### src/rtl/fifo_pkg.sv
// fifo_pkg: shared widths for fifo_async and its read-side consumers
package fifo_pkg;
   localparam int DATA_WIDTH = 8;
   localparam int ADDR_WIDTH = 4;
endpackage

### src/rtl/fifo_skid_buf.sv
// fifo_skid_buf: small circular buffer holding words popped from the FIFO until the sink takes them
module fifo_skid_buf import fifo_pkg::*; #(
   parameter int DW = DATA_WIDTH,
   parameter int DEPTH = 2,
   localparam int CW = $clog2(DEPTH + 1),
   localparam int PW = $clog2(DEPTH)
) (
   input  logic          clk,
   input  logic          rst,
   input  logic          push,
   input  logic [DW-1:0] din,
   input  logic          pop,
   output logic [CW-1:0] count,
   output logic [DW-1:0] dout
);
   logic [DW-1:0] mem_q [DEPTH];
   logic [PW-1:0] head_q, tail_q, head_d, tail_d;
   logic [CW-1:0] count_q, count_d;
   always_comb begin
      head_d  = pop ? ((head_q == PW'(DEPTH - 1)) ? '0 : head_q + 1'b1) : head_q;
      tail_d  = push ? ((tail_q == PW'(DEPTH - 1)) ? '0 : tail_q + 1'b1) : tail_q;
      count_d = count_q + CW'(push) - CW'(pop);
   end
   always_ff @(posedge clk) begin
      if (rst) begin
         for (int i = 0; i < DEPTH; i++) mem_q[i] <= '0;
         head_q  <= '0;
         tail_q  <= '0;
         count_q <= '0;
      end else begin
         if (push) mem_q[tail_q] <= din;
         head_q  <= head_d;
         tail_q  <= tail_d;
         count_q <= count_d;
      end
   end
   assign count = count_q;
   assign dout  = mem_q[head_q];
endmodule

### src/rtl/fifo_rd_stream.sv
// fifo_rd_stream: pops fifo_async and re-presents words as a valid/ready stream,
// absorbing the FIFO's one-cycle read latency so the sink may stall freely.
module fifo_rd_stream import fifo_pkg::*; #(
   parameter int DATA_WIDTH = fifo_pkg::DATA_WIDTH,
   parameter int BUF_DEPTH  = 2,
   parameter int CNT_WIDTH  = 32
) (
   input  logic                  rd_clk,
   input  logic                  rd_rst,
   input  logic                  empty,
   output logic                  rd_en,
   input  logic [DATA_WIDTH-1:0] rd_data,
   input  logic                  pause,
   output logic                  m_valid,
   input  logic                  m_ready,
   output logic [DATA_WIDTH-1:0] m_data,
   output logic [CNT_WIDTH-1:0]  word_cnt,
   output logic                  busy
);
   localparam int CW = $clog2(BUF_DEPTH + 1);
   logic                 pend_q;
   logic [CNT_WIDTH-1:0] word_cnt_q;
   logic [CW-1:0]        count;
   logic [CW:0]          lvl;
   logic                 deq;
   // occupancy after this edge counting the in-flight word, so every pop has a slot reserved
   always_comb begin
      deq     = m_valid && m_ready;
      lvl     = {1'b0, count} + (CW+1)'(pend_q) - (CW+1)'(deq);
      rd_en   = !rd_rst && !empty && !pause && (lvl < (CW+1)'(BUF_DEPTH));
      m_valid = count != '0;
      busy    = pend_q | m_valid;
   end
   always_ff @(posedge rd_clk) begin
      if (rd_rst) begin
         pend_q     <= 1'b0;
         word_cnt_q <= '0;
      end else begin
         pend_q <= rd_en;
         if (deq) word_cnt_q <= word_cnt_q + 1'b1;
      end
   end
   assign word_cnt = word_cnt_q;
   fifo_skid_buf #(.DW(DATA_WIDTH), .DEPTH(BUF_DEPTH)) u_buf (
      .clk   (rd_clk),
      .rst   (rd_rst),
      .push  (pend_q),
      .din   (rd_data),
      .pop   (deq),
      .count (count),
      .dout  (m_data)
   );
   a_no_pop_empty: assert property (@(posedge rd_clk) disable iff (rd_rst) !(rd_en && empty));
   a_count_bound:  assert property (@(posedge rd_clk) disable iff (rd_rst) count <= CW'(BUF_DEPTH));
   c_deliver:      cover property (@(posedge rd_clk) m_valid && m_ready);
endmodule

### config.mk
export PLATFORM = sky130hd
export DESIGN_NAME = fifo_rd_stream
export DESIGN_NICKNAME = d
export VERILOG_FILES = /design/src/rtl/fifo_pkg.sv /design/src/rtl/fifo_skid_buf.sv /design/src/rtl/fifo_rd_stream.sv
export SDC_FILE = /design/constraint.sdc
export NUM_CORES = 1
export LEC_CHECK = 0
export ABC_CLOCK_PERIOD_IN_PS = 3500
export BUFFER_PORTS_ARGS = -buffer_cell sky130_fd_sc_hd__buf_2
export CORE_UTILIZATION = 40
export DETAILED_ROUTE_END_ITERATION = 8
export PLACE_DENSITY = 0.73
export REMOVE_ABC_BUFFERS = 1
export SYNTH_ARGS = -nofsm -noshare
export SYNTH_HDL_FRONTEND = slang
export SYNTH_SLANG_ARGS = --single-unit
### constraint.sdc
create_clock -name rd_clk -period 3.5 [get_ports rd_clk]
set_clock_uncertainty 0.05 [all_clocks]
set_input_delay 0.7 -clock rd_clk [delete_from_list [all_inputs] [get_ports rd_clk]]
set_output_delay 0.7 -clock rd_clk [all_outputs]
set_load 0.005 [all_outputs]
# --- Word level (Yosys, flattened, before mapping) ---
# Memory sizes are Yosys's and may differ from the RTL's. A register that Yosys moved wholly into a read port is not among the register bits.
# Cells that the tools add are included.
word_totals:
  regBits: 37
  mem_bits_rw: 16
  inputBits: 13
  output_inout_bits: 43
  elab_cells: 36
  memories: 1
mem_list:
  columns: ["memory", "words", "word_bits", "read_ports", "rd_clocked_by_memory_dff", "wr", "line_no", "source"]
  rows:
  - ["u_buf.mem_q", 2, 8, 1, 1, 2, "fifo_skid_buf.sv:16", "logic [DW-1:0] mem_q [DEPTH];"]
op_classes:
  n_addsub: 7
  magnitude_cmp: 1
  n_mux: 12
  bitwise: 1
  reduce_logical: 9
op_table:
  columns: ["cell", "n"]
  rows:
  - ["$add A32 B1 Y32 const B", 1]
  - ["$mux W1", 11]
  - ["$mux W8", 1]
  - ["$reduce_or A8 Y1", 1]
  - ["$logic_and A1 B1 Y1", 4]
  - ["$add A2 B1 Y3", 1]
  - ["$logic_not A1 Y1", 3]
  - ["$lt A3 B2 Y1 const B", 1]
  - ["$sub A3 B1 Y3", 1]
  - ["$add A1 B1 Y1 const B", 2]
  - ["$add A2 B1 Y2", 1]
  - ["$reduce_bool A2 Y1", 1]
  - ["$sub A2 B1 Y2", 1]
  - ["$or A1 B1 Y1", 1]

# --- Logic depth before layout (Yosys ltp) ---
# Gate-level depths: netlist (run 1).
logic_depth:
  depth_word: 5
  depth_mapped: 9
  mapped_depth_nobuf: 8

# --- Hierarchy ---
# Synthesis (run 1) repeated with hierarchy kept, for this count alone.
unflattened:
  hier_cells: 263
  area_unflattened_um2: 2593.7
modules_own_cells:
  columns: ["module", "instances", "cells_per_inst", "area_each_um2"]
  rows:
  - ["fifo_rd_stream", 1, 191, 1676.6]
  - ["fifo_skid_buf", 1, 72, 917.1]

# --- Least setup slack after synthesis (run 1) ---
# Ideal clock, no wire load.
synth_path:
  kind: "input port to output port"
  from: "input m_ready"
  to: "output rd_en"
  arrival_ns: 2.577
  required_time_ns: 2.750
  slack_ns: 0.173
  stages: 9
  n_path_buf: 1
  cell_sequence: "o21ai_1 > inv_2 > buf_2 > ha_1 > inv_1 > ha_1 > fa_1 > or4_1 > nor2_1"
synth_via:
  elab_chain_len: 4
synth_lines:
  columns: ["item", "line_no", "source"]
  rows:
  - ["from (decl)", "fifo_rd_stream.sv:15", "input logic m_ready,"]
  - ["$logic_and A1 B1 Y1", "fifo_rd_stream.sv:28", "deq = m_valid && m_ready;"]
  - ["net deq", "fifo_rd_stream.sv:25", "logic deq;"]
  - ["$sub A3 B1 Y3", "fifo_rd_stream.sv:29", "lvl = {1'b0, count} + (CW+1)'(pend_q) - (CW+1)'(deq);"]
  - ["net lvl[1]", "fifo_rd_stream.sv:24", "logic [CW:0] lvl;"]
  - ["$lt A3 B2 Y1", "fifo_rd_stream.sv:30", "rd_en = !rd_rst && !empty && !pause && (lvl < (CW+1)'(BUF_DEPTH));"]
  - ["$logic_and A1 B1 Y1", "fifo_rd_stream.sv:30", null]
  - ["to (decl)", "fifo_rd_stream.sv:11", "output logic rd_en,"]
# The timed path passes the listed nets, and every way through them passes these cells.

# --- Final worst setup path (run 1) ---
layout_path:
  from: "input m_ready"
  to: "output rd_en"
layout_via:
  elab_chain_len: 4
layout_lines:
  columns: ["item", "line_no"]
  rows:
  - ["$logic_and A1 B1 Y1", "fifo_rd_stream.sv:28"]
  - ["$sub A3 B1 Y3", "fifo_rd_stream.sv:29"]
  - ["net lvl[1]", "fifo_rd_stream.sv:24"]
  - ["$lt A3 B2 Y1", "fifo_rd_stream.sv:30"]
  - ["$logic_and A1 B1 Y1", "fifo_rd_stream.sv:30"]
# The timed path passes the listed nets, and every way through them passes these cells.

==> flow_summary_export.csv, run 1 <==
group,metric,value,unit
status,status,"finished, final reports clean",
worst_hold_path,holdCritPathClass,"reg2reg",
critical_path,startpoint,"m_ready",
critical_path,reg2reg_from,"u_buf.count[1]",
critical_path,crit_chain,"buf_2 > o21ai_1 > inv_2 > ha_1 > inv_1 > ha_1 > fa_1 > or4_1 > nor2_1 > buf_2",
timing,tightest_slew,0.707,ns
yosys,synthSimpleGateAreaFrac,27.4,%
routing,antenna_left,0,
timing,fmax,0.299,GHz
critical_path,crit_required,2.75,ns
placed_design,hpwl,3880,µm
global_route,grt_max_degree,45,
timing,drv_slew,0,
clocking,clockRootBuffer,"clkbuf_8",
placed_design,io_buffers,55,
yosys,yosys_warnings,0,
global_route,grt_usage,17.4,%
clocking,clk_pin_slew_worst_paths,0.08,ns
cells_and_area,syn_to_final_growth,17.4,%
cells_and_area,layout_commonest_cell,"buf_2",
clocking,clk_latency,0.30,ns
timing,hold_viol_final,0,
critical_path,crit_family,"adder cells",
critical_path,slowest_delay,0.46,ns
cells_and_area,insertedDiodeCount,0,
global_route,grt_pass1_vias,1930,
job,cap_violations,0,
clocking,htreeDepth,2,
global_route,grt.overflow.total,0,
timing,relSlewSlack,52.8,%
critical_path,critical_path_arrival,2.59,ns
worst_hold_path,holdCritStartpoint,"word_cnt[31]",
global_route,grt_pass1_wl,8850,µm
placed_design,gp_congestion,0.797,
yosys,synth_seq_cells,54,
yosys,synth_xor_area_share,4.44,%
critical_path,ff2ff_setup_slack,1.27,ns
clocking,cts-buffers-inserted,5,
yosys,synth_cell_types,36,
power_and_ir_drop,total_leakage_power,1.19,nW
timing,finalCritPeriodShare,95.6,%
yosys,synth-compound-area-share,9.08,%
yosys,synth_top_family_by_area,"simple AND/OR/NAND/NOR gates",
routing,first_pass_iters,4,
cells_and_area,fin_util,49.6,%
routing,post-route-drc-count,0,
critical_path,path_buf_inv,4,
cells_and_area,drive_above_1_share,26.1,%
clocking,cts_tree,"done",
timing,timing.final.crit_period,3.34,ns
routing,wl_per_cell,14.2,µm
clocking,clk_path_buf_depth,2,
clocking,cts_hold_buffers,0,
critical_path,crit_path_end_kind,"output port",
critical_path,slowest_stage,"fa_1",
clocking,cts_resized,0,
power_and_ir_drop,ir_drop,189,µV
global_route,antenna_found_initial,0,
yosys,syn_avg_cell_area,9.86,µm²
critical_path,criticalPathCategory,"in2out",
floorplan,die_height,82.0,µm
routing,drt-total-wl,5530,µm
floorplan,dieArea,6730,µm²
clocking,cts_sinks,54,
floorplan,io_pins,56,
floorplan,placeableCoreArea,6060,µm²
cells_and_area,final_cell_mix,"buf_2 (55), dfxtp_1 (38), a21oi_1 (19)",
floorplan,initial_core_util,42.3,%
critical_path,crit_path_start_kind,"input port",
critical_path,cp_max_fo,2,
timing,fin_setup_tns,0,ns
timing,rsz0062_at_grt,"false",
timing,final-setup-viol-count,0,
power_and_ir_drop,power_density,472,nW/µm²
routing,drt-initial-drc-count,81,
routing,via_count,2126,
yosys,synthMuxAreaShare,4.83,%
routing,routed_via_density,5.47,
cells_and_area,final_nets,330,
cells_and_area,nFillCells,571,
yosys,synth.cell_area,2560,µm²
clocking,postCtsSetupBuffers,0,
floorplan,core.rowCount,28,
yosys,syn_inst,260,
floorplan,die_x,82.0,µm
yosys,ys_seq_area_share,48.4,%
yosys,post_synth_fa_ha_maj_area_fraction,2.25,%
## area by class of cell
cell class | count | area [µm²] | share of cell area (%)
flip-flops and latches | 54 | 1240 | 41.3
multi-input cells | 186 | 1230 | 40.9
repair buffers | 59 | 305 | 10.1
well taps | 75 | 93.8 | 3.12
clock buffers | 8 | 111 | 3.70
inverters | 7 | 26.3 | 0.874
## path summary, 6_finish.rpt
check,to,cells past startpoint
max reg2reg,pend_q,8
max,rd_en,10
min reg2reg,word_cnt[31],2
min,word_cnt[31],2
## synth_stat cells (all sizes together)
library cell,n,area [µm²]
nor3b,2,15.0
o21ai,5,25.0
nor2b,5,31.3
xnor2,6,52.6
mux2,11,124
dfxtp,38,761
nor3,1,5.00
nand4,13,81.3
a21oi,19,95.1
nor4,4,25.0
or4,15,113
o31ai,14,105
nand3,9,57.6
nor2,18,67.6
nand2,16,60.1
buf,7,42.5
inv,7,26.3
or3,5,31.3
fa,1,20.0
and2,17,106
ha,3,37.5
edfxtp,16,480
xor2,7,61.3
or2,1,6.26
clkbuf,6,22.5
and3,6,37.5
a21o,1,7.51
and4,7,65.1
## cells by family after synthesis
group | Yosys count
fa+ha+maj | 4
flops | 54
compound gates | 39
buf+inv | 20
mux | 11
simple gates | 119
xor+xnor | 13
## per-layer routing
layer  global-route usage, %  up-vias  part of all wire, %
li1                        -     1068                    -
met1                    21.7     1004                   44
met2                    29.2       48                   50
met3                    4.33        6                  4.3
met4                    5.44        0                  1.2
met5                       0        -                    0
## stage by stage
step           cells  instance area (µm²)  hold slack (ns)  total power (W)  worst slack (ns)
5_1_grt          389                 3010            0.472          0.00151            0.0563
4_1_cts          389                 3010            0.442          0.00144             0.142
2_1_floorplan    247                 2500            0.412         0.000917             0.264
3_5_place_dp     381                 2900            0.430          0.00104             0.151
6_report         389                 3010            0.440          0.00142             0.156
3_3_place_gp     381                 2900            0.420          0.00102             0.253
## sequential cells by signal, indices dropped and copies added, names as in the netlist, named ones only
signal        flops
u_buf.head_q      1
u_buf.mem_q      16
u_buf.count       2
u_buf.tail_q      1
pend_q            1
word_cnt         32
## power breakdown
part           leakage, nW  internal (W)  switching (W)
registers            0.473      0.000695      0.0000447
clock network       0.0566      0.000205       0.000195
logic                0.664      0.000148       0.000131
## worst reg2reg max path, cell delays in order (launching register included)
cell and delay [ns]:
dfxtp_1 0.35, o21ai_1 0.20, inv_2 0.06, ha_1 0.27, inv_1 0.04, ha_1 0.19, fa_1 0.46, or4_1 0.43
nor2_1 0.11
Note: power is estimated with default switching activity, not from simulation.
==> inputs of run 2 (changes only) <==
- ABC_CLOCK_PERIOD_IN_PS: 3500 -> 3550
- MAX_ROUTING_LAYER: not set -> met4
- clock period: 3.5 -> 3.55 ns (I/O delays scaled with it)
==> run 2 against run 1 <==
Sequential share of layout area is essentially flat. Highest routed layer unchanged. Largest power group unchanged. Non-clock buffer count did not move. Flip-flop and latch count did not move. Critical path type unchanged. First-iteration DRC count is 16% lower. Register-to-register slack better by 0.07 ns.
==> flow_summary_export.csv, run 2 (synthesis gave the netlist of run 1 again) <==
group,metric,value,unit
cells_and_area,final_cell_mix,"buf_2 (55), dfxtp_1 (38), a21oi_1 (19)",
routing,antenna_left,0,
routing,wl_per_cell,14.2,µm
timing,fmax,0.299,GHz
timing,timing.final.crit_period,3.34,ns
clocking,clockRootBuffer,"clkbuf_8",
clocking,clk_path_buf_depth,2,
global_route,grt_usage,17.3,%
worst_hold_path,holdCritPathClass,"reg2reg",
status,status,"finished, final reports clean",
placed_design,hpwl,3900,µm
global_route,grt_max_degree,45,
timing,rsz0062_at_grt,"false",
placed_design,gp_congestion,0.805,
floorplan,die_height,82.0,µm
critical_path,critical_path_arrival,2.58,ns
critical_path,cp_max_fo,2,
floorplan,die_x,82.0,µm
job,cap_violations,0,
power_and_ir_drop,total_leakage_power,1.20,nW
timing,drv_slew,0,
timing,setup_ws,0.209,ns
floorplan,core.rowCount,28,
critical_path,crit_required,2.79,ns
power_and_ir_drop,power_density,472,nW/µm²
global_route,grt_pass1_vias,1895,
timing,tightest_slew,0.738,ns
cells_and_area,insertedDiodeCount,0,
placed_design,io_buffers,55,
power_and_ir_drop,ir_drop,193,µV
clocking,cts_tree,"done",
global_route,grt_pass1_wl,8710,µm
cells_and_area,final_nets,330,
timing,fin_setup_tns,0,ns
critical_path,criticalPathCategory,"in2out",
clocking,postCtsSetupBuffers,0,
floorplan,initial_core_util,42.3,%
clocking,cts_hold_buffers,0,
clocking,clk_pin_slew_worst_paths,0.09,ns
clocking,cts_sinks,54,
routing,via_count,2117,
floorplan,dieArea,6730,µm²
critical_path,crit_path_end_kind,"output port",
timing,final-setup-viol-count,0,
clocking,htreeDepth,2,
global_route,antenna_found_initial,0,
timing,relSlewSlack,50.7,%
cells_and_area,largest_reg_flops,32,
routing,drt-total-wl,5530,µm
floorplan,io_pins,56,
cells_and_area,syn_to_final_growth,17.4,%
global_route,grt.overflow.total,0,
clocking,cts_resized,0,
routing,post-route-drc-count,0,
floorplan,placeableCoreArea,6060,µm²
cells_and_area,layout_commonest_cell,"buf_2",
routing,routed_via_density,5.44,
routing,first_pass_iters,4,
clocking,cts-buffers-inserted,5,
placed_design,post-place-ws,0.203,ns
clocking,clk_latency,0.31,ns
timing,hold_viol_final,0,
timing,finalCritPeriodShare,94.1,%
cells_and_area,drive_above_1_share,26.4,%
critical_path,crit_path_start_kind,"input port",
routing,drt-initial-drc-count,68,
## run 2: cell count changes in the layout (fill, tap and decap cells not counted), sizes merged
| cell | previous run | this run |
|---|---|---|
| bufinv | 0 | 1 |
| clkbuf | 8 | 5 |
| inv | 7 | 8 |
| clkinv | 0 | 1 |
## run 2: final cells by class
class / count / area, µm²
clock inverters: 3 / 43.8
inverters: 7 / 26.3
repair buffers: 59 / 305
clock buffers: 5 / 68.8
multi-input cells: 186 / 1230
flip-flops and latches: 54 / 1240
well taps: 75 / 93.8
fillers: 584 / 3050
## run 2: critical path, stage by stage
cell and delay, ns:
buf_2 0.09, o21ai_1 0.13, inv_2 0.06, ha_1 0.27
inv_1 0.04, ha_1 0.18, fa_1 0.44, or4_1 0.43
nor2_1 0.11, buf_2 0.11
## run 2: routing by layer
metal,GRT usage (%),vias up,wire length [µm]
li1,-,1058,-
met1,20.9,1010,2470
met2,27.9,38,2740
met3,3.11,11,167
met4,8.07,0,158
met5,-,-,0
## run 2: per-stage QoR
step	utilization, %	instances	power, W	hold slack, ns	cell area, µm²
floorplan	-	247	0.000904	0.412	2500
global route	49.6	389	0.00150	0.460	3010
detailed placement	47.8	381	0.00102	0.437	2900
CTS	49.6	389	0.00144	0.450	3010
finish	49.6	389	0.00142	0.446	3010
global placement	47.8	381	0.00101	0.419	2900
## run 2: where the power goes
part           leakage, nW  internal [W]  switching (W)
registers            0.473      0.000685      0.0000428
logic                0.664      0.000144       0.000128
clock network       0.0585      0.000212       0.000207
## run 2: final timing paths
check,cells after the start,slack (ns),start,end
worst max register to register,8,1.34,u_buf.count[1],pend_q
worst min-delay path,2,0.45,word_cnt[31],word_cnt[31]
worst min register to register,2,0.45,word_cnt[31],word_cnt[31]
worst max-delay path,10,0.21,m_ready,rd_en
==> inputs of run 3 (changes only) <==
- PLACE_DENSITY: 0.73 -> not set
- SYNTH_HIERARCHICAL: not set -> 1
==> run 3 against run 2 <==
Non-clock buffer count is 2 lower. Clock power is 4% lower. Power is 1.0% higher. Via count is 1.3% lower. Area after synthesis is 1.2% higher. Sequential power is 0.5% higher. Register-to-register slack better by 0.05 ns. Die area is 1.2% higher. Critical path depth is 2 lower. Utilization is 0.060 points lower. Fmax is 4.1% higher. Synthesized cell count is 1.2% higher.
==> flow_summary_export.csv, run 3 <==
group,metric,value,unit
timing,hold_viol_final,0,
timing,relSlewSlack,67.9,%
yosys,synth_seq_cells,54,
critical_path,slowest_stage,"fa_1",
cells_and_area,stdcell_area,3020,µm²
timing,timing.final.crit_period,3.21,ns
floorplan,placeableCoreArea,6100,µm²
power_and_ir_drop,power_density,475,nW/µm²
global_route,grt_max_degree,37,
critical_path,critical_path_arrival,2.45,ns
floorplan,initial_core_util,42.5,%
clocking,cts_sinks,54,
clocking,clockRootBuffer,"clkbuf_8",
critical_path,crit_required,2.79,ns
clocking,clk_latency,0.30,ns
clocking,cts-buffers-inserted,5,
yosys,syn_inst,263,
yosys,yosys_warnings,6,
cells_and_area,final_nets,334,
global_route,grt_use_met3,2.86,%
timing,finalCritPeriodShare,90.4,%
cells_and_area,final_cell_mix,"buf_2 (55), dfxtp_1 (38), nor2_1 (35)",
clocking,postCtsSetupBuffers,0,
yosys,ys_seq_area_share,47.9,%
clocking,cts_tree,"done",
routing,via_count,2089,
global_route,top_usage_layer,"met2",
floorplan,core.rowCount,28,
status,status,"finished, final reports clean",
yosys,synth.cell_area,2590,µm²
timing,rsz0062_at_grt,"false",
placed_design,post-place-ws,0.383,ns
routing,routed_via_density,5.33,
global_route,grt_pass1_wl,8630,µm
global_route,use_met2,27.0,%
floorplan,dieArea,6810,µm²
critical_path,path_buf_inv,2,
critical_path,crit_top_cell,"nand2b_1",
critical_path,crit_path_end_kind,"output port",
timing,drv_slew,0,
placed_design,gp_congestion,0.732,
global_route,grt_pass1_vias,1886,
placed_design,placed_area,2910,µm²
yosys,yosys.area.top_type_share,29.3,%
global_route,antenna_found_initial,0,
yosys,post-synth-top-count-cell,"dfxtp_1",
critical_path,criticalPathCategory,"reg2out",
critical_path,crit_path_start_kind,"flop",
global_route,grt.overflow.total,0,
cells_and_area,syn_to_final_growth,16.5,%
global_route,grt_util_met1,22.4,%
floorplan,die_x,82.5,µm
yosys,synth_flop_cell,"dfxtp_1",
timing,hold_ws,0.442,ns
yosys,yosysTopAreaCell,"dfxtp_1",
global_route,grt_usage,17.2,%
yosys,synth_cell_types,38,
yosys,synth-async-reset-ratio,0,%
clocking,cts_hold_buffers,0,
timing,tightest_slew,0.480,ns
yosys,ys_top_cells_by_count,"dfxtp_1 (38), nor2_1 (35), a21oi_1 (17)",
critical_path,reg2reg_from,"u_buf/count[1]",
yosys,synth_edf_count,16,
cells_and_area,insertedDiodeCount,0,
yosys,syn_avg_cell_area,9.86,µm²
power_and_ir_drop,p_total,0.00143,W
clocking,clk_path_buf_depth,2,
critical_path,crit_chain,"o21ai_2 > inv_1 > ha_1 > nand2b_1 > fa_1 > nand2b_1 > nor4_1 > buf_2",
clocking,cts_resized,0,
critical_path,startpoint,"u_buf/count[1]",
worst_hold_path,holdCritStartpoint,"u_buf/tail_q",
cells_and_area,drive_above_1_share,26.8,%
clocking,clk_pin_slew_worst_paths,0.10,ns
critical_path,cp_max_fo,7,
cells_and_area,largest_reg_flops,32,
placed_design,io_buffers,55,
floorplan,die_height,82.5,µm
routing,post-route-drc-count,0,
floorplan,io_pins,56,
clocking,htreeDepth,2,
timing,setup_ws,0.340,ns
timing,final-setup-viol-count,0,
routing,drt-initial-drc-count,58,
critical_path,slowest_delay,0.49,ns
routing,drt-total-wl,5310,µm
timing,fmax,0.312,GHz
job,cap_violations,0,
yosys,synth.top_cells.by_area,"dfxtp_1 (29%), edfxtp_1 (19%), mux2_2 (5.2%), nor2_1 (5.1%), o31ai_1 (3.5%)",
critical_path,crit_family,"adder cells",
power_and_ir_drop,total_leakage_power,1.19,nW
routing,antenna_left,0,
power_and_ir_drop,ir_drop,217,µV
placed_design,hpwl,3720,µm
worst_hold_path,holdCritPathClass,"reg2reg",
timing,fin_setup_tns,0,ns
routing,wl_per_cell,13.6,µm
routing,first_pass_iters,4,
cells_and_area,layout_commonest_cell,"buf_2",
## run 3: changes by cell type in the layout (fill, tap and decap cells not counted), moves of 3 or more
cell	change
nor4_1	+4
and3_1	-3
nand4_1	-4
nor2_1	+17
nand2b_1	+14
and2_1	-17
or4_1	-3
## run 3: power by group
group	switching (W)	internal, W	total (W)
Clock	0.000194	0.000207	0.000401
Combinational	0.000140	0.000161	0.000301
Sequential	0.0000484	0.000683	0.000732
## run 3: final timing paths
path	endpoint	slack [ns]	cells past startpoint
worst min register to register	u_buf/tail_q	0.44	2
worst max-delay path	rd_en	0.34	8
worst min-delay path	u_buf/tail_q	0.44	2
worst max register to register	word_cnt[31]	1.39	6
## run 3: logic make-up after synthesis
logic type / after synthesis / share of synthesized area [%]
simple gates: 126 / 27.4
flops: 54 / 47.9
compound gates: 33 / 7.81
buf+inv: 18 / 3.47
xor+xnor: 15 / 5.60
mux: 12 / 5.21
fa+ha+maj: 5 / 2.70
## run 3: worst min-delay path, cell delays in order (launching register included)
cell      delay [ns]
dfxtp_1         0.33
nand2b_1        0.07
a21oi_1         0.06
## run 3: area by class of cell
class / count / area, µm²
Timing Repair Buffer: 57 / 290
Multi-Input combinational cell: 191 / 1260
Tap cell: 75 / 93.8
Clock inverter: 3 / 40.0
Fill cell: 596 / 3070
Clock buffer: 5 / 68.8
Sequential cell: 54 / 1240
Inverter: 7 / 26.3
## run 3: metrics by stage
stage | util (%) | instances
after floorplan | - | 252
after global placement | 47.8 | 384
after detailed placement | 47.8 | 384
after CTS | 49.6 | 392
after global routing | 49.6 | 392
final | 49.6 | 392
## run 3: layer usage
| metal | routed length, µm | vias to the layer above |
|---|---|---|
| li1 | - | 1072 |
| met2 | 2530 | 39 |
| met3 | 212 | 4 |
| met1 | 2520 | 974 |
| met5 | 0 | - |
| met4 | 48 | 0 |
